File: src/rtl/rv4028_bus_arbiter_if.sv
// Bus-sharing signals between the RV4028 CPU, the external masters and the arbiter.
// Handshake: mreq is a level request held for the whole tenure. mgnt (one-hot or zero)
// stays high until the master drops mreq. busrq_n/busack_n are the CPU's low-active
// request/acknowledge pair; busack_n low means the CPU has released the bus.
interface rv4028_bus_arbiter_if #(
  parameter int NUM_MASTERS = 2
);
  logic                   busack_n;
  logic                   busrq_n;
  logic [NUM_MASTERS-1:0] mreq;
  logic [NUM_MASTERS-1:0] mgnt;
  logic                   preempt;
  logic [1:0]             owner;
  logic                   err;

  // master: the arbiter, which owns grant/request generation.
  modport master (
    input  busack_n, mreq,
    output busrq_n, mgnt, preempt, owner, err
  );

  // slave: the CPU and the requesting masters.
  modport slave (
    output busack_n, mreq,
    input  busrq_n, mgnt, preempt, owner, err
  );
endinterface

File: src/rtl/rv4028_bus_arbiter.sv
// Round-robin arbiter lending the RV4028 bus from the CPU to external masters,
// with a tenure limit, turnaround gap and a mandatory CPU slot between tenures.
module rv4028_bus_arbiter #(
  parameter int NUM_MASTERS = 2,
  parameter int MAX_HOLD    = 256,
  parameter int TURNAROUND  = 1,
  parameter int HOLD_W      = 9
) (
  input  logic                clk,
  input  logic                rst,
  rv4028_bus_arbiter_if.master bus,
  output logic [2:0]          dbg_state
);

  typedef enum logic [2:0] {
    S_IDLE   = 3'd0,
    S_REQ    = 3'd1,
    S_GRANT  = 3'd2,
    S_GAP    = 3'd3,
    S_RETURN = 3'd4
  } state_t;

  localparam int GAP_W = (TURNAROUND > 1) ? $clog2(TURNAROUND) : 1;
  localparam bit HOLD_ON = (MAX_HOLD > 0);
  localparam logic [HOLD_W-1:0] HOLD_LIM = HOLD_W'((MAX_HOLD > 0) ? MAX_HOLD - 1 : 0);

  state_t                 state, state_nx;
  logic                   busrq_n_q, busrq_n_nx;
  logic [NUM_MASTERS-1:0] mgnt_q, mgnt_nx;
  logic                   preempt_q, preempt_nx;
  logic [1:0]             owner_q, owner_nx;
  logic                   err_q, err_nx;
  logic [1:0]             rr_ptr, rr_nx;
  logic [HOLD_W-1:0]      hold_cnt, hold_nx;
  logic [GAP_W-1:0]       gap_cnt, gap_nx;

  logic [3:0] req4;
  logic [2:0] idx;
  logic [1:0] winner;
  logic       found;

  function automatic logic [1:0] rr_next(input logic [1:0] w);
    logic [2:0] n;
    n = {1'b0, w} + 3'd1;
    if (n >= 3'(NUM_MASTERS)) n = 3'd0;
    return n[1:0];
  endfunction

  // Winner: first requesting master at or after rr_ptr, wrapping modulo NUM_MASTERS.
  always_comb begin
    req4   = 4'(bus.mreq);
    idx    = 3'd0;
    winner = rr_ptr;
    found  = 1'b0;
    for (int i = 0; i < NUM_MASTERS; i++) begin
      idx = {1'b0, rr_ptr} + 3'(i);
      if (idx >= 3'(NUM_MASTERS)) idx = idx - 3'(NUM_MASTERS);
      if (!found && req4[idx[1:0]]) begin
        found  = 1'b1;
        winner = idx[1:0];
      end
    end
  end

  always_comb begin
    state_nx   = state;
    busrq_n_nx = busrq_n_q;
    mgnt_nx    = mgnt_q;
    preempt_nx = preempt_q;
    owner_nx   = owner_q;
    err_nx     = err_q;
    rr_nx      = rr_ptr;
    hold_nx    = hold_cnt;
    gap_nx     = gap_cnt;
    case (state)
      S_IDLE: begin
        busrq_n_nx = 1'b1;
        if (|bus.mreq) begin
          state_nx   = S_REQ;
          busrq_n_nx = 1'b0;
        end
      end
      S_REQ: begin
        if (!bus.busack_n) begin
          if (found) begin
            state_nx   = S_GRANT;
            mgnt_nx    = NUM_MASTERS'(4'b0001 << winner);
            owner_nx   = winner;
            hold_nx    = '0;
            preempt_nx = HOLD_ON && (HOLD_LIM == '0);
          end else begin
            state_nx   = S_RETURN;
            busrq_n_nx = 1'b1;
          end
        end
      end
      S_GRANT: begin
        if (bus.busack_n) begin
          // CPU took the bus back under a live grant: abort the tenure.
          state_nx   = S_RETURN;
          err_nx     = 1'b1;
          mgnt_nx    = '0;
          preempt_nx = 1'b0;
          busrq_n_nx = 1'b1;
          hold_nx    = '0;
          rr_nx      = rr_next(owner_q);
        end else if (!req4[owner_q]) begin
          mgnt_nx    = '0;
          preempt_nx = 1'b0;
          hold_nx    = '0;
          rr_nx      = rr_next(owner_q);
          if (TURNAROUND == 0) begin
            state_nx   = S_RETURN;
            busrq_n_nx = 1'b1;
          end else begin
            state_nx = S_GAP;
            gap_nx   = '0;
          end
        end else begin
          if (hold_cnt != '1) hold_nx = hold_cnt + 1'b1;
          preempt_nx = HOLD_ON && (hold_nx >= HOLD_LIM);
        end
      end
      S_GAP: begin
        if (gap_cnt == GAP_W'(TURNAROUND - 1)) begin
          state_nx   = S_RETURN;
          busrq_n_nx = 1'b1;
        end else begin
          gap_nx = gap_cnt + 1'b1;
        end
      end
      S_RETURN: begin
        busrq_n_nx = 1'b1;
        if (bus.busack_n) state_nx = S_IDLE;
      end
      default: begin
        state_nx   = S_IDLE;
        busrq_n_nx = 1'b1;
        mgnt_nx    = '0;
        preempt_nx = 1'b0;
      end
    endcase
  end

  always_ff @(posedge clk or posedge rst) begin
    if (rst) begin
      state     <= S_IDLE;
      busrq_n_q <= 1'b1;
      mgnt_q    <= '0;
      preempt_q <= 1'b0;
      owner_q   <= 2'd0;
      err_q     <= 1'b0;
      rr_ptr    <= 2'd0;
      hold_cnt  <= '0;
      gap_cnt   <= '0;
    end else begin
      state     <= state_nx;
      busrq_n_q <= busrq_n_nx;
      mgnt_q    <= mgnt_nx;
      preempt_q <= preempt_nx;
      owner_q   <= owner_nx;
      err_q     <= err_nx;
      rr_ptr    <= rr_nx;
      hold_cnt  <= hold_nx;
      gap_cnt   <= gap_nx;
    end
  end

  assign bus.busrq_n = busrq_n_q;
  assign bus.mgnt    = mgnt_q;
  assign bus.preempt = preempt_q;
  assign bus.owner   = owner_q;
  assign bus.err     = err_q;
  assign dbg_state   = state;

endmodule
File: src/flat_wrapper.sv
// flat-port wrapper written by rule: the top's interface ports become plain ports
module rv4028_bus_arbiter_flat 
#(
  parameter int NUM_MASTERS = 2,
  parameter int MAX_HOLD    = 256,
  parameter int TURNAROUND  = 1,
  parameter int HOLD_W      = 9
)
  (clk, rst, dbg_state, bus_busack_n, bus_mreq, bus_busrq_n, bus_mgnt, bus_preempt, bus_owner, bus_err);
  rv4028_bus_arbiter_if #(.NUM_MASTERS(NUM_MASTERS)) bus_i ();
  input  logic clk;
  input  logic rst;
  output logic [2:0] dbg_state;
  input wire logic [$bits(bus_i.busack_n)-1:0] bus_busack_n;
  input wire logic [$bits(bus_i.mreq)-1:0] bus_mreq;
  output wire logic [$bits(bus_i.busrq_n)-1:0] bus_busrq_n;
  output wire logic [$bits(bus_i.mgnt)-1:0] bus_mgnt;
  output wire logic [$bits(bus_i.preempt)-1:0] bus_preempt;
  output wire logic [$bits(bus_i.owner)-1:0] bus_owner;
  output wire logic [$bits(bus_i.err)-1:0] bus_err;
  assign bus_i.busack_n = bus_busack_n;
  assign bus_i.mreq = bus_mreq;
  assign bus_busrq_n = bus_i.busrq_n;
  assign bus_mgnt = bus_i.mgnt;
  assign bus_preempt = bus_i.preempt;
  assign bus_owner = bus_i.owner;
  assign bus_err = bus_i.err;
  rv4028_bus_arbiter #(.NUM_MASTERS(NUM_MASTERS), .MAX_HOLD(MAX_HOLD), .TURNAROUND(TURNAROUND), .HOLD_W(HOLD_W)) u_core (.clk(clk), .rst(rst), .bus(bus_i), .dbg_state(dbg_state));
endmodule
File: config.mk
export PLATFORM = sky130hd
export DESIGN_NAME = rv4028_bus_arbiter_flat
export DESIGN_NICKNAME = d
export VERILOG_FILES = /design/src/rtl/rv4028_bus_arbiter_if.sv /design/src/rtl/rv4028_bus_arbiter.sv /design/src/flat_wrapper.sv
export SDC_FILE = /design/constraint.sdc
export NUM_CORES = 1
export LEC_CHECK = 0
export BUFFER_PORTS_ARGS = -buffer_cell sky130_fd_sc_hd__buf_2
export CELL_PAD_IN_SITES_DETAIL_PLACEMENT = 0
export CELL_PAD_IN_SITES_GLOBAL_PLACEMENT = 1
export CORE_MARGIN = 2
export CORE_UTILIZATION = 45
export CTS_BUF_LIST = sky130_fd_sc_hd__clkbuf_2
export CTS_CLUSTER_DIAMETER = 120
export DETAILED_ROUTE_END_ITERATION = 8
export GPL_TIMING_DRIVEN = 0
export HOLD_SLACK_MARGIN = 0.02
export PLACE_DENSITY = 0.86
export SLEW_MARGIN = 0
export SYNTH_ARGS = -nofsm -noshare
export SYNTH_HDL_FRONTEND = slang
export SYNTH_SLANG_ARGS = --single-unit
File: constraint.sdc
create_clock -name clk -period 1.9 [get_ports clk]
set_input_delay 0.57 -clock clk [delete_from_list [all_inputs] [get_ports clk]]
set_output_delay 0.57 -clock clk [all_outputs]
set_load 0.05 [all_outputs]
Yosys cells after proc, flatten, opt, wreduce, memory -nomap -nowiden
Cells that the tools add are included.

storage, ports and cells
  register bits = 22
  bits of input ports = 5
  output and inout bits = 10
  logic and storage cells = 109

cells by class
  add/subtract/negate cells = 6
  $lt $le $gt $ge = 7
  eq/ne operators = 16
  shifts and indexed selects = 1
  mux-type cells = 52
  bitwise logic cells = 2
  reductions and logical operators = 16

operators by type and width
  cell                                                                number
  two-way mux 9 bit                                                   8
  two-way mux 2 bit                                                   11
  two-way mux 3 bit                                                   7
  one-hot mux 9 bit (2 select lines)                                  1
  two-way mux 1 bit                                                   17
  inequality test 2 bit (second input constant)                       8
  one-hot mux 3 bit (5 select lines)                                  1
  AND reduction 3 bit                                                 4
  adder 9 x 1 -> 9 bit (second input constant)                        1
  greater-or-equal comparator 9 x 8 -> 1 bit (second input constant)  1
  less-than comparator 2 x 3 -> 1 bit (second input constant)         3
  inequality test 9 bit (second input constant)                       1
  AND reduction 4 bit                                                 2
  adder 2 x 1 -> 3 bit (second input constant)                        2
  binary-select mux 1 bit (select 2 bit)                              3
  equality test 3 x 2 -> 1 bit (second input constant)                2
  greater-or-equal comparator 3 x 2 -> 1 bit (second input constant)  2
  one-hot mux 2 bit (3 select lines)                                  1
  AND reduction 5 bit                                                 1
  inequality test 2 x 1 -> 1 bit (second input constant)              2
  one-hot mux 1 bit (4 select lines)                                  1
  AND reduction 2 bit                                                 2
  nonzero test 2 bit                                                  2
  subtractor 2 bit (second input constant)                            2
  14 further kinds                                                    15

Depth between registers and ports, before layout
  depth after elaboration = 12
  gate-level depth with buffers = 7
  gate-level depth less buffers = 6

Worst setup path before layout
OpenSTA, ideal clock, no wires.

  path type = register to register
  start point = register u_core.state[0] (netlist: u_core.dbg_state[0])
  end point = register u_core.hold_cnt[2]
  library setup time = 83 ps
  data arrival time = 1,872 ps
  data required time = 1,817 ps
  path slack = -55 ps
  stages on the path, launching flop included = 7
  buffers on the path = 1
  period minus slack after synthesis = 1,955 ps
  path through = dfrtp_1 buf_6 or3b_4 or4_4 nor2_1 o21ai_0 o21ai_0

between the ends
  longest elaborated chain between the ends = 3
  elaborated cells between the ends (all ways) = 7
  classes of those cells = eq/ne (4); mux (1); reduce/logical (2)

ends and longest elaborated chain
  item                                                                          RTL line                   source
  start, declared                                                               rv4028_bus_arbiter.sv:27   state_t state, state_nx;
  start signal, assigned                                                        rv4028_bus_arbiter.sv:157  state <= state_nx;
  equality test 3 x 1 -> 1 bit or equality test 3 x 2 -> 1 bit (tied branches)  rv4028_bus_arbiter.sv:75   case (state)
  inequality test 2 x 1 -> 1 bit (no line) (tied with other cells)              n/a
  AND reduction 3 bit (no line)                                                 n/a
  end signal, assigned                                                          rv4028_bus_arbiter.sv:164  hold_cnt <= hold_nx;
  end, declared                                                                 rv4028_bus_arbiter.sv:34   logic [HOLD_W-1:0] hold_cnt, hold_nx;

Several ways; a longest one is shown, not always the timed one.
A chain may end at the register's enable or synchronous reset.

Worst setup path in the final report
  start point = register u_core.state[2] (netlist: u_core.dbg_state[2])
  end point = register u_core.hold_cnt[2]

Same word-level chain as after synthesis.

==> flow_summary.json <==
{
  "vias": 1101,
  "placed_area_mm2": 0.00135,
  "start_kind": "register",
  "start_util_pct": 46.1,
  "hold_path.class": "input port to asynchronous set/reset pin",
  "ys.flop_type": "dfrtp_1",
  "clk_pin_slew_worst_paths_ps": 220,
  "status": "complete, no violations",
  "syn_area_mm2": 0.00124,
  "drtAntennaViolNets": 0,
  "cts_max_level": 1,
  "syn_area_per_cell_um2": 8.72,
  "first_pass_iters": 4,
  "grtUsageTotal_pct": 18.4,
  "fmax_ghz": 0.551,
  "die_y_um": 56.5,
  "wl_um": 2720,
  "fin_crit_sh_pct": 95.6,
  "synthCells": 142,
  "slew_headroom_pct": 45.8,
  "fin_tns_setup_ps": 0,
  "path_class": "register to register",
  "cts_tree": "done",
  "slew_violations": 0,
  "synthDistinctLibCells": 42,
  "yosys.area.top_type": "dfrtp_1",
  "maxCapViolCount": 0,
  "synth-async-reset-ratio_pct": 100,
  "root_buffer": "clkbuf_2",
  "io_pins": 15,
  "hpwl_um": 2000,
  "rows": 19,
  "fin_crit_ps": 1820,
  "end_kind": "register",
  "drc": 0,
  "synth_edf_count": 0,
  "nets": 173,
  "drive_above_1_share_pct": 28.0,
  "numCtsBuffers": 3,
  "yosys-top-cells-area": "dfrtp_1, o21ai_0, nand3_1, nor2_1, inv_1",
  "worst_slew_pin_slew_ps": 813,
  "worst_ep_arrival_time_ps": 2090,
  "fin_worst_skew_ps": 13.2,
  "ys_ff_latch": 21,
  "layout.area.seq_um2": 531,
  "wire_per_inst_um": 13.9,
  "place_congestion": 0.848,
  "via_per_inst": 5.65,
  "synth_top_area_share_pct": 40.4,
  "required_ps": 2180,
  "antenna_cells_inserted": 0,
  "clock_latency_ps": 340,
  "area_growth_pct": 15.7,
  "grt_pass1_vias": 1059,
  "clk_path_buf_depth": 2,
  "rsz0062_at_grt": "false",
  "grt_max_degree": 22,
  "grt-ovfl-total": 0,
  "fp.dieW_um": 56.5,
  "irDropWorstVdd_mv": 0.832,
  "finish.utilization_pct": 53.3,
  "io_buffers": 14,
  "initialDrtViolationCount": 28,
  "hold_violations": 0,
  "die_area_mm2": 0.00319,
  "power_leakage_uw": 0.000672,
  "multi_input_area_um2": 646,
  "postCtsHoldBufs": 0,
  "final.fill_count": 260,
  "antenna_found_initial": 0,
  "core_area_mm2": 0.00269,
  "powerDensity_mw_per_mm2": 1330,
  "clock_sinks": 21,
  "yosysSeqAreaShare_pct": 42.5,
  "cp_max_fo": 5,
  "setup_viol": 0,
  "ys_warn_count": 0,
  "grt_pass1_wl_um": 4640,
  "synth_nets": 150,
  "postLayoutCellArea_mm2": 0.00143
}
repair_timing:
item	4_1_cts	5_1_grt
setup endpoints to repair	3	7
gates cloned	0	0
resized for setup	0	11
setup buffers	0	6
pin swaps	0	4
per-layer routing:
| layer | global-route usage [%] | part of all wire [%] |
|---|---|---|
| met5 | 0 | 0 |
| met1 | 22.8 | 45 |
| met3 | 3.23 | 2.4 |
| met2 | 32.4 | 50 |
| met4 | 5.44 | 2.2 |
placed cells by master (no fill, tap or decap), types with 2 or more instances in the layout:
cell type and n:
nor2_1 12, nand2b_1 2, dfrtp_2 3, nor3_1 5, o211ai_1 2, ha_1 2
a31oi_1 3, buf_2 16, mux2i_1 2, inv_1 12, buf_4 4, a21oi_1 7
and2b_2 2, nand2_1 12, nand4_1 2, nand3_1 11, clkbuf_2 4, dfrtp_1 17
o21ai_1 3, o21ai_0 13
critical path, cell delays in order, from the launching register on:
cell	delay, ps
dfrtp_2	480
or3b_4	440
or4_4	590
nor2_4	120
o21ai_2	50
o21ai_1	70
kinds of logic (layout without fill, tap and decap cells):
family	after synthesis	in the layout	synth area share, %
and+or+nand+nor	58	58	25.1
AOI/OAI and AO/OA	37	37	17.9
DFF	21	21	42.5
buffers and inverters	18	40	7.07
muxes	4	4	3.74
adders and majority gates	3	3	3.03
xor gates and xnor gates	1	1	0.707
stage by stage:
step           hold slack [ps]  total power, µW  worst slack (ps)  std cells
2_1_floorplan              469             1400              11.2        142
3_3_place_gp               449             1580              -157        187
3_5_place_dp               457             1610              -137        187
4_1_cts                    383             1800              7.57        190
5_1_grt                    397             2040              8.31        195
6_report                   342             1910              84.5        195
flip-flops by register name, indices dropped and copies added, names as in the netlist:
signal              cells
u_core.bus.owner        2
u_core.hold_cnt         9
u_core.bus.err          1
u_core.bus.busrq_n      1
u_core.bus.preempt      1
u_core.dbg_state        3
u_core.rr_ptr           2
u_core.bus.mgnt         2
cell usage after synthesis (all sizes together) (2+ instances only):
library cell,instances
nand2,12
or4,2
nand2b,2
clkbuf,3
a31oi,3
nor2,13
mux2,2
a21oi,7
and2b,2
o211ai,2
o21ai,17
mux2i,2
ha,3
inv,12
nor3,5
nand4,2
nand3,11
a21boi,2
buf,3
dfrtp,20
power by group:
part,total [µW],switching (µW),internal (µW)
combinational,1050,647,406
clock,194,147,47.7
sequential,664,97.3,566
final timing paths:
kind / end / depth (start not counted) / startpoint / slack [ps]
setup / recovery: u_core.hold_cnt[2] / 5 / u_core.dbg_state[2] / 80
hold / removal: u_core.hold_cnt[5] / 2 / rst / 340
setup reg to reg: u_core.hold_cnt[2] / 5 / u_core.dbg_state[2] / 80
hold reg to reg: u_core.bus.busrq_n / 2 / u_core.bus.busrq_n / 480
max in group asynchronous: u_core.bus.owner[0] / 2 / rst / 1000
min in group clk: u_core.bus.busrq_n / 2 / u_core.bus.busrq_n / 480
layout make-up:
type	count	share of cell area, %
plain buffers	4	1.92
clock buffers	3	1.05
clock inverters	1	0.349
inverters	12	3.14
multi-input cells	103	45.1
flip-flops and latches	21	37.0
well taps	31	2.71
repair buffers	20	8.73
Power figures use the tool's default switching activity.
